===== src/rtl/logo_pixel_gen.sv =====
// Moving hollow-square logo generator placed after vga_sync.
// Bounces the logo off the screen edges once per frame and registers RGB with aligned syncs.
module logo_pixel_gen #(
    parameter int          H_ACTIVE = 640,
    parameter int          V_ACTIVE = 480,
    parameter int          LOGO_W   = 32,
    parameter int          LOGO_H   = 32,
    parameter int          BORDER   = 4,
    parameter int          STEP     = 2,
    parameter logic [11:0] FG_COLOR = 12'hFF0,
    parameter logic [11:0] BG_COLOR = 12'h00F
) (
    input  logic        clk,
    input  logic        reset,
    input  logic        p_tick,
    input  logic        video_on,
    input  logic [9:0]  pixel_x,
    input  logic [9:0]  pixel_y,
    input  logic        hsync,
    input  logic        vsync,
    input  logic        pause,
    output logic        hsync_o,
    output logic        vsync_o,
    output logic [11:0] rgb
);

    localparam logic [10:0] X_MAX    = 11'(H_ACTIVE - LOGO_W);
    localparam logic [10:0] Y_MAX    = 11'(V_ACTIVE - LOGO_H);
    localparam logic [10:0] STEP_W   = 11'(STEP);
    localparam logic [10:0] LW       = 11'(LOGO_W);
    localparam logic [10:0] LH       = 11'(LOGO_H);
    localparam logic [10:0] BW       = 11'(BORDER);
    localparam logic [9:0]  TICK_ROW = 10'(V_ACTIVE + 1);

    logic [9:0]  r_logo_x;
    logic [9:0]  r_logo_y;
    logic        r_dir_x;
    logic        r_dir_y;
    logic [11:0] r_rgb;
    logic        r_hsync;
    logic        r_vsync;

    logic        w_frame_tick;
    logic [10:0] w_lx;
    logic [10:0] w_ly;
    logic [10:0] w_px;
    logic [10:0] w_py;
    logic [10:0] w_x_next;
    logic [10:0] w_y_next;
    logic        w_dir_x_next;
    logic        w_dir_y_next;
    logic        w_in_box;
    logic        w_in_hole;
    logic [11:0] w_rgb;

    // Row V_ACTIVE+1 is inside vertical blanking, so moving here never tears the image.
    assign w_frame_tick = p_tick && (pixel_x == 10'd0) && (pixel_y == TICK_ROW);

    assign w_lx = {1'b0, r_logo_x};
    assign w_ly = {1'b0, r_logo_y};
    assign w_px = {1'b0, pixel_x};
    assign w_py = {1'b0, pixel_y};

    always_comb begin
        w_x_next     = w_lx;
        w_dir_x_next = r_dir_x;
        if (!r_dir_x) begin
            if (w_lx + STEP_W > X_MAX) begin
                w_x_next     = X_MAX;
                w_dir_x_next = 1'b1;
            end else begin
                w_x_next = w_lx + STEP_W;
            end
        end else begin
            if (w_lx < STEP_W) begin
                w_x_next     = 11'd0;
                w_dir_x_next = 1'b0;
            end else begin
                w_x_next = w_lx - STEP_W;
            end
        end
    end

    always_comb begin
        w_y_next     = w_ly;
        w_dir_y_next = r_dir_y;
        if (!r_dir_y) begin
            if (w_ly + STEP_W > Y_MAX) begin
                w_y_next     = Y_MAX;
                w_dir_y_next = 1'b1;
            end else begin
                w_y_next = w_ly + STEP_W;
            end
        end else begin
            if (w_ly < STEP_W) begin
                w_y_next     = 11'd0;
                w_dir_y_next = 1'b0;
            end else begin
                w_y_next = w_ly - STEP_W;
            end
        end
    end

    always_comb begin
        w_in_box  = (w_px >= w_lx) && (w_px < w_lx + LW) &&
                    (w_py >= w_ly) && (w_py < w_ly + LH);
        w_in_hole = (w_px >= w_lx + BW) && (w_px < w_lx + LW - BW) &&
                    (w_py >= w_ly + BW) && (w_py < w_ly + LH - BW);
        w_rgb     = 12'h000;
        if (video_on) begin
            w_rgb = (w_in_box && !w_in_hole) ? FG_COLOR : BG_COLOR;
        end
    end

    always_ff @(posedge clk or posedge reset) begin
        if (reset) begin
            r_logo_x <= 10'd0;
            r_logo_y <= 10'd0;
            r_dir_x  <= 1'b0;
            r_dir_y  <= 1'b0;
        end else if (w_frame_tick && !pause) begin
            r_logo_x <= w_x_next[9:0];
            r_logo_y <= w_y_next[9:0];
            r_dir_x  <= w_dir_x_next;
            r_dir_y  <= w_dir_y_next;
        end
    end

    // Colour and syncs share one register stage so they leave the block aligned.
    always_ff @(posedge clk or posedge reset) begin
        if (reset) begin
            r_rgb   <= 12'h000;
            r_hsync <= 1'b0;
            r_vsync <= 1'b0;
        end else if (p_tick) begin
            r_rgb   <= w_rgb;
            r_hsync <= hsync;
            r_vsync <= vsync;
        end
    end

    assign rgb     = r_rgb;
    assign hsync_o = r_hsync;
    assign vsync_o = r_vsync;

endmodule


===== config.mk =====
export PLATFORM = sky130hd
export DESIGN_NAME = logo_pixel_gen
export DESIGN_NICKNAME = d
export VERILOG_FILES = /design/src/rtl/logo_pixel_gen.sv
export SDC_FILE = /design/constraint.sdc
export NUM_CORES = 1
export LEC_CHECK = 0
export CAP_MARGIN = 10
export CORE_MARGIN = 4
export CORE_UTILIZATION = 46
export DETAILED_ROUTE_END_ITERATION = 6
export GPL_ROUTABILITY_DRIVEN = 0
export GPL_TIMING_DRIVEN = 0
export PLACE_DENSITY = 0.69
export SYNTH_ARGS = -nofsm -noshare
export SYNTH_HDL_FRONTEND = slang
export SYNTH_SLANG_ARGS = --single-unit
export TNS_END_PERCENT = 50

===== constraint.sdc =====
create_clock -name clk -period 3 [get_ports clk]
set_input_delay 0.9 -clock clk [delete_from_list [all_inputs] [get_ports clk]]
set_output_delay 0.9 -clock clk [all_outputs]
set_load 0.01 [all_outputs]

==> flow_summary.html <==
<table>
<tr><th>Metric</th><th>Value</th></tr>
<tr><th colspan="2">Outcome</th></tr>
<tr><td>Result of the run</td><td>finished, final reports clean</td></tr>
<tr><th colspan="2">Worst setup path</th></tr>
<tr><td>Cell with the largest stage delay on the worst path</td><td>sky130_fd_sc_hd__dfrtp_1</td></tr>
<tr><td>CP Class</td><td>register to register</td></tr>
<tr><td>Capturing element type of the critical path</td><td>register</td></tr>
<tr><td>Arrival @ worst endpoint</td><td>3140 ps</td></tr>
<tr><td>CP max stage delay</td><td>400 ps</td></tr>
<tr><td>Top cell family by delay on the critical path</td><td>compound AO/OA/AOI/OAI gates</td></tr>
<tr><td>Crit path required time</td><td>3190 ps</td></tr>
<tr><td>Most frequent cell on the critical path</td><td>sky130_fd_sc_hd__ha_1</td></tr>
<tr><td>Buffering stage count on the worst path with inverters included</td><td>3</td></tr>
<tr><td>Series of cell instances along the critical path</td><td>buf_6 -&gt; inv_4 -&gt; ha_1 -&gt; inv_2 -&gt; nand4_1 -&gt; xnor2_2 -&gt; ha_1 -&gt; a22oi_2 -&gt; o211ai_1 -&gt; a21oi_1 -&gt; nor2_1 -&gt; a211oi_2 -&gt; a31oi_2 -&gt; a31o_1</td></tr>
<tr><td>Peak fanout along the critical path</td><td>7</td></tr>
<tr><td>Launching element type of the critical path</td><td>register</td></tr>
<tr><th colspan="2">Pwr</th></tr>
<tr><td>Portion of total power attributed to the clock network</td><td>0.321</td></tr>
<tr><td>P_sw</td><td>0.000226 W</td></tr>
<tr><td>Sw Share</td><td>0.292</td></tr>
<tr><td>Seq pwr share</td><td>0.427</td></tr>
<tr><td>IR Drop Worst-Case VDD</td><td>0.000144 V</td></tr>
<tr><td>Areal power density over the cells</td><td>162 mW/mm2</td></tr>
<tr><td>Internal Dissipation</td><td>0.000549 W</td></tr>
<tr><td>Leakage Power</td><td>1.99 nW</td></tr>
<tr><td>Part of the power in combinational logic</td><td>0.252</td></tr>
<tr><th colspan="2">STA</th></tr>
<tr><td>Final hold vios</td><td>0</td></tr>
<tr><td>Total of endpoints with negative setup slack in the final report</td><td>0</td></tr>
<tr><td>Final max-slew violation count</td><td>0</td></tr>
<tr><td>Worst Tran Pin Value</td><td>1100 ps</td></tr>
<tr><td>Largest clock skew in the final design</td><td>5.41 ps</td></tr>
<tr><td>Max frequency</td><td>338 MHz</td></tr>
<tr><td>Setup TNS after final layout</td><td>0 ps</td></tr>
<tr><td>Relative slew slack</td><td>0.264</td></tr>
<tr><td>Setup repair after global routing missed its margin</td><td>yes</td></tr>
<tr><td>Final cycle utilization of the critical path</td><td>0.985</td></tr>
<tr><td>Final Critical Period</td><td>2960 ps</td></tr>
<tr><th colspan="2">Route</th></tr>
<tr><td>Average wire per standard cell</td><td>17.6 um</td></tr>
<tr><td>1st-pass router iterations</td><td>5</td></tr>
<tr><td>Antenna violation net count after detailed routing</td><td>0</td></tr>
<tr><td>Number of violations reported at the end of detailed-routing iteration 0</td><td>315</td></tr>
<tr><td>Wirelength, routed</td><td>11,500 um</td></tr>
<tr><td>Vias per std cell</td><td>6.07</td></tr>
<tr><td>Total number of vias</td><td>3,979</td></tr>
<tr><td>DRC violation count after routing</td><td>0</td></tr>
<tr><th colspan="2">Place</th></tr>
<tr><td>Count of port buffers added during placement</td><td>40</td></tr>
<tr><td>Placed Cells incl. Taps</td><td>643</td></tr>
<tr><td>Dpl hpwl</td><td>8910 um</td></tr>
<tr><td>Dpl cell area</td><td>0.00449 mm2</td></tr>
<tr><th colspan="2">Yosys</th></tr>
<tr><td>Net count of the mapped netlist</td><td>597</td></tr>
<tr><td>Synthesized area per cell</td><td>7.96 um2</td></tr>
<tr><td>Post-synthesis instance total</td><td>498</td></tr>
<tr><td>Async set or reset register ratio after synthesis</td><td>1.00</td></tr>
<tr><td>Main synth FF type</td><td>sky130_fd_sc_hd__dfrtp_1</td></tr>
<tr><td>Main area contributors after synthesis</td><td>sky130_fd_sc_hd__ha_1 (23%), sky130_fd_sc_hd__dfrtp_1 (15%), sky130_fd_sc_hd__xnor2_1 (8.0%)</td></tr>
<tr><td>Yosys warning count</td><td>0</td></tr>
<tr><td>Count of unique library cells instantiated by Yosys</td><td>68</td></tr>
<tr><td>Yosys top cell area share</td><td>0.227</td></tr>
<tr><td>Synthesized area</td><td>0.00396 mm2</td></tr>
<tr><td>Sequential-to-total area share from yosys stat</td><td>0.152</td></tr>
<tr><td>Post-synthesis register bit count</td><td>24</td></tr>
<tr><td>Number of enable-type register cells in the synthesized netlist</td><td>0</td></tr>
<tr><td>Cell accounting for the most synthesized area</td><td>sky130_fd_sc_hd__ha_1</td></tr>
<tr><th colspan="2">Global route</th></tr>
<tr><td>Global-route wire length before repair</td><td>18,400 um</td></tr>
<tr><td>Overall track demand over capacity in global routing</td><td>0.224</td></tr>
<tr><td>Vias in the first global route</td><td>3,784</td></tr>
<tr><td>Maximum number of pins on one net before global-route repair</td><td>25</td></tr>
<tr><td>Global route overflow</td><td>0</td></tr>
<tr><td>Antenna violations before repair</td><td>0</td></tr>
<tr><th colspan="2">Cells and area</th></tr>
<tr><td>Filler-free cell count of the finished design</td><td>655</td></tr>
<tr><td>Nets</td><td>650</td></tr>
<tr><td>Antenna cells</td><td>0</td></tr>
<tr><td>Final cell utilization of the core</td><td>0.577</td></tr>
<tr><td>Most common cell after layout, fill and taps aside</td><td>sky130_fd_sc_hd__ha_1</td></tr>
<tr><td>Share of cells above drive strength 1</td><td>0.156</td></tr>
<tr><td>Area growth from synthesis to layout</td><td>20.8%</td></tr>
<tr><td>Commonest non-fill, non-tap cells in the layout</td><td>sky130_fd_sc_hd__ha_1 (69), sky130_fd_sc_hd__nand2_1 (41), sky130_fd_sc_hd__clkdlybuf4s50_1 (35), sky130_fd_sc_hd__a21oi_1 (34), sky130_fd_sc_hd__xnor2_1 (31)</td></tr>
<tr><td>Post-route standard cell area excluding fillers</td><td>0.00479 mm2</td></tr>
<tr><td>Number of fill cells</td><td>779</td></tr>
<tr><th colspan="2">Floorplanning</th></tr>
<tr><td>Die span in y</td><td>101 um</td></tr>
<tr><td>Core outline area</td><td>0.00830 mm2</td></tr>
<tr><td>Effective utilization at floorplan</td><td>0.477</td></tr>
<tr><td>Boundary Pins</td><td>41</td></tr>
<tr><td>Chip width</td><td>101 um</td></tr>
<tr><td>Standard-cell row count</td><td>33</td></tr>
<tr><td>Die ar.</td><td>0.0102 mm2</td></tr>
<tr><th colspan="2">Min path</th></tr>
<tr><td>Hold Path Class</td><td>register to register</td></tr>
<tr><th colspan="2">CTS</th></tr>
<tr><td>Clock slew at reported path FFs</td><td>110 ps</td></tr>
<tr><td>CTS tree</td><td>yes</td></tr>
<tr><td>Clock Path Buffers</td><td>2</td></tr>
<tr><td>Root Driver</td><td>sky130_fd_sc_hd__clkbuf_8</td></tr>
<tr><td>Clock latency on the worst-skew pair</td><td>280 ps</td></tr>
<tr><td># clock sinks</td><td>24</td></tr>
<tr><td>H-tree depth</td><td>1</td></tr>
<tr><td>TritonCTS buffer count</td><td>3</td></tr>
<tr><th colspan="2">Flow run</th></tr>
<tr><td>Maximum capacitance violations</td><td>0</td></tr>
</table>
## worst paths after layout
path                       slack, ps  depth (start not counted)   startpoint     endpoint
min in group asynchronous       1180                          2        reset      r_dir_x
max in group asynchronous       1080                          2        reset  r_logo_y[2]
max reg2reg                       40                         14  r_logo_y[5]      rgb[10]
max                               40                         14  r_logo_y[5]      rgb[10]
min reg2reg                      520                          1      vsync_o      vsync_o
min                              520                          1      vsync_o      vsync_o
## sequential cells by signal, indices dropped and copies added (netlist names)
name / flops
vsync_o: 1
r_dir_y: 1
hsync_o: 1
rgb: 2
r_dir_x: 1
r_logo_x: 9
r_logo_y: 9
## cell type report
cell class                 count  area (um2)  share of cell area
buffer                        32         213              0.0444
clock buffer                   4        55.1              0.0115
inverter                      32         135              0.0282
multi-input combinational    409        3180               0.663
sequential                    24         604               0.126
tap                          105         131              0.0274
timing repair buffer          49         473              0.0988
## worst register-to-register path: stages (launching register included)
cell and delay, ps:
sky130_fd_sc_hd__dfrtp_1 400, sky130_fd_sc_hd__buf_6 150, sky130_fd_sc_hd__inv_4 60, sky130_fd_sc_hd__ha_1 310, sky130_fd_sc_hd__inv_2 90, sky130_fd_sc_hd__nand4_1 210
sky130_fd_sc_hd__xnor2_2 200, sky130_fd_sc_hd__ha_1 300, sky130_fd_sc_hd__a22oi_2 160, sky130_fd_sc_hd__o211ai_1 100, sky130_fd_sc_hd__a21oi_1 160, sky130_fd_sc_hd__nor2_1 90
sky130_fd_sc_hd__a211oi_2 280, sky130_fd_sc_hd__a31oi_2 140, sky130_fd_sc_hd__a31o_1 230
## through the flow
step / hold WS (ps) / setup slack (ps) / total power, W
CTS: 520 / -39.5 / 0.000775
global placement: 492 / -476 / 0.000520
global route: 526 / -64.7 / 0.000814
finish: 516 / 44.1 / 0.000775
floorplan: 551 / 227 / 0.000429
detailed placement: 496 / -471 / 0.000525
## power by group through the flow
stage	Sequential [W]	Combinational (W)	Clock, W
4_1_cts	0.000331	0.000190	0.000254
2_1_floorplan	0.000340	0.0000892	0
3_3_place_gp	0.000337	0.000182	0
5_1_grt	0.000332	0.000215	0.000267
3_5_place_dp	0.000338	0.000187	0
6_report	0.000331	0.000195	0.000249
## layer usage
layer | GRT usage | up-vias | share of wire
met3 | 0.0249 | 16 | 0.064
li1 | - | 1953 | -
met5 | 0 | - | 0
met4 | 0.0622 | 0 | 0.017
met1 | 0.320 | 1856 | 0.46
met2 | 0.355 | 154 | 0.46
## logic make-up (layout without fill, tap and decap cells)
group / after synthesis / after routing / synth area share
muxes: 4 / 4 / 0.0111
and+or+nand+nor: 156 / 156 / 0.214
xor gates and xnor gates: 36 / 36 / 0.0796
AOI/OAI and AO/OA: 141 / 141 / 0.238
adders and majority gates: 72 / 72 / 0.227
DFF: 24 / 24 / 0.152
buffers and inverters: 65 / 117 / 0.0786
## cell usage after synthesis (all sizes together), types with 3 or more instances
master	n
dfrtp	24
inv	29
nand4	14
or4	3
nor2	18
nand3b	4
a31oi	4
nor4b	3
a21o	4
nor3	16
o21ai	34
nand2b	7
xnor2	36
clkinv	3
o21a	3
nor4	4
a211oi	4
and3	6
o22ai	10
buf	28
a2111oi	3
o221ai	3
clkbuf	5
nand2	41
a221oi	4
o211ai	5
o21bai	3
ha	72
o2111ai	4
a211o	4
a21oi	34
a22oi	3
nand3	23
mux2	3
o31a	3
nor2b	9
## timing repair
action	in CTS	in global routing
hold buffers	0	0
gates resized for setup	15	39
setup endpoints to repair	13	15
setup buffers	2	7
pin swaps	2	7
Note: power is estimated with default switching activity, not from simulation.
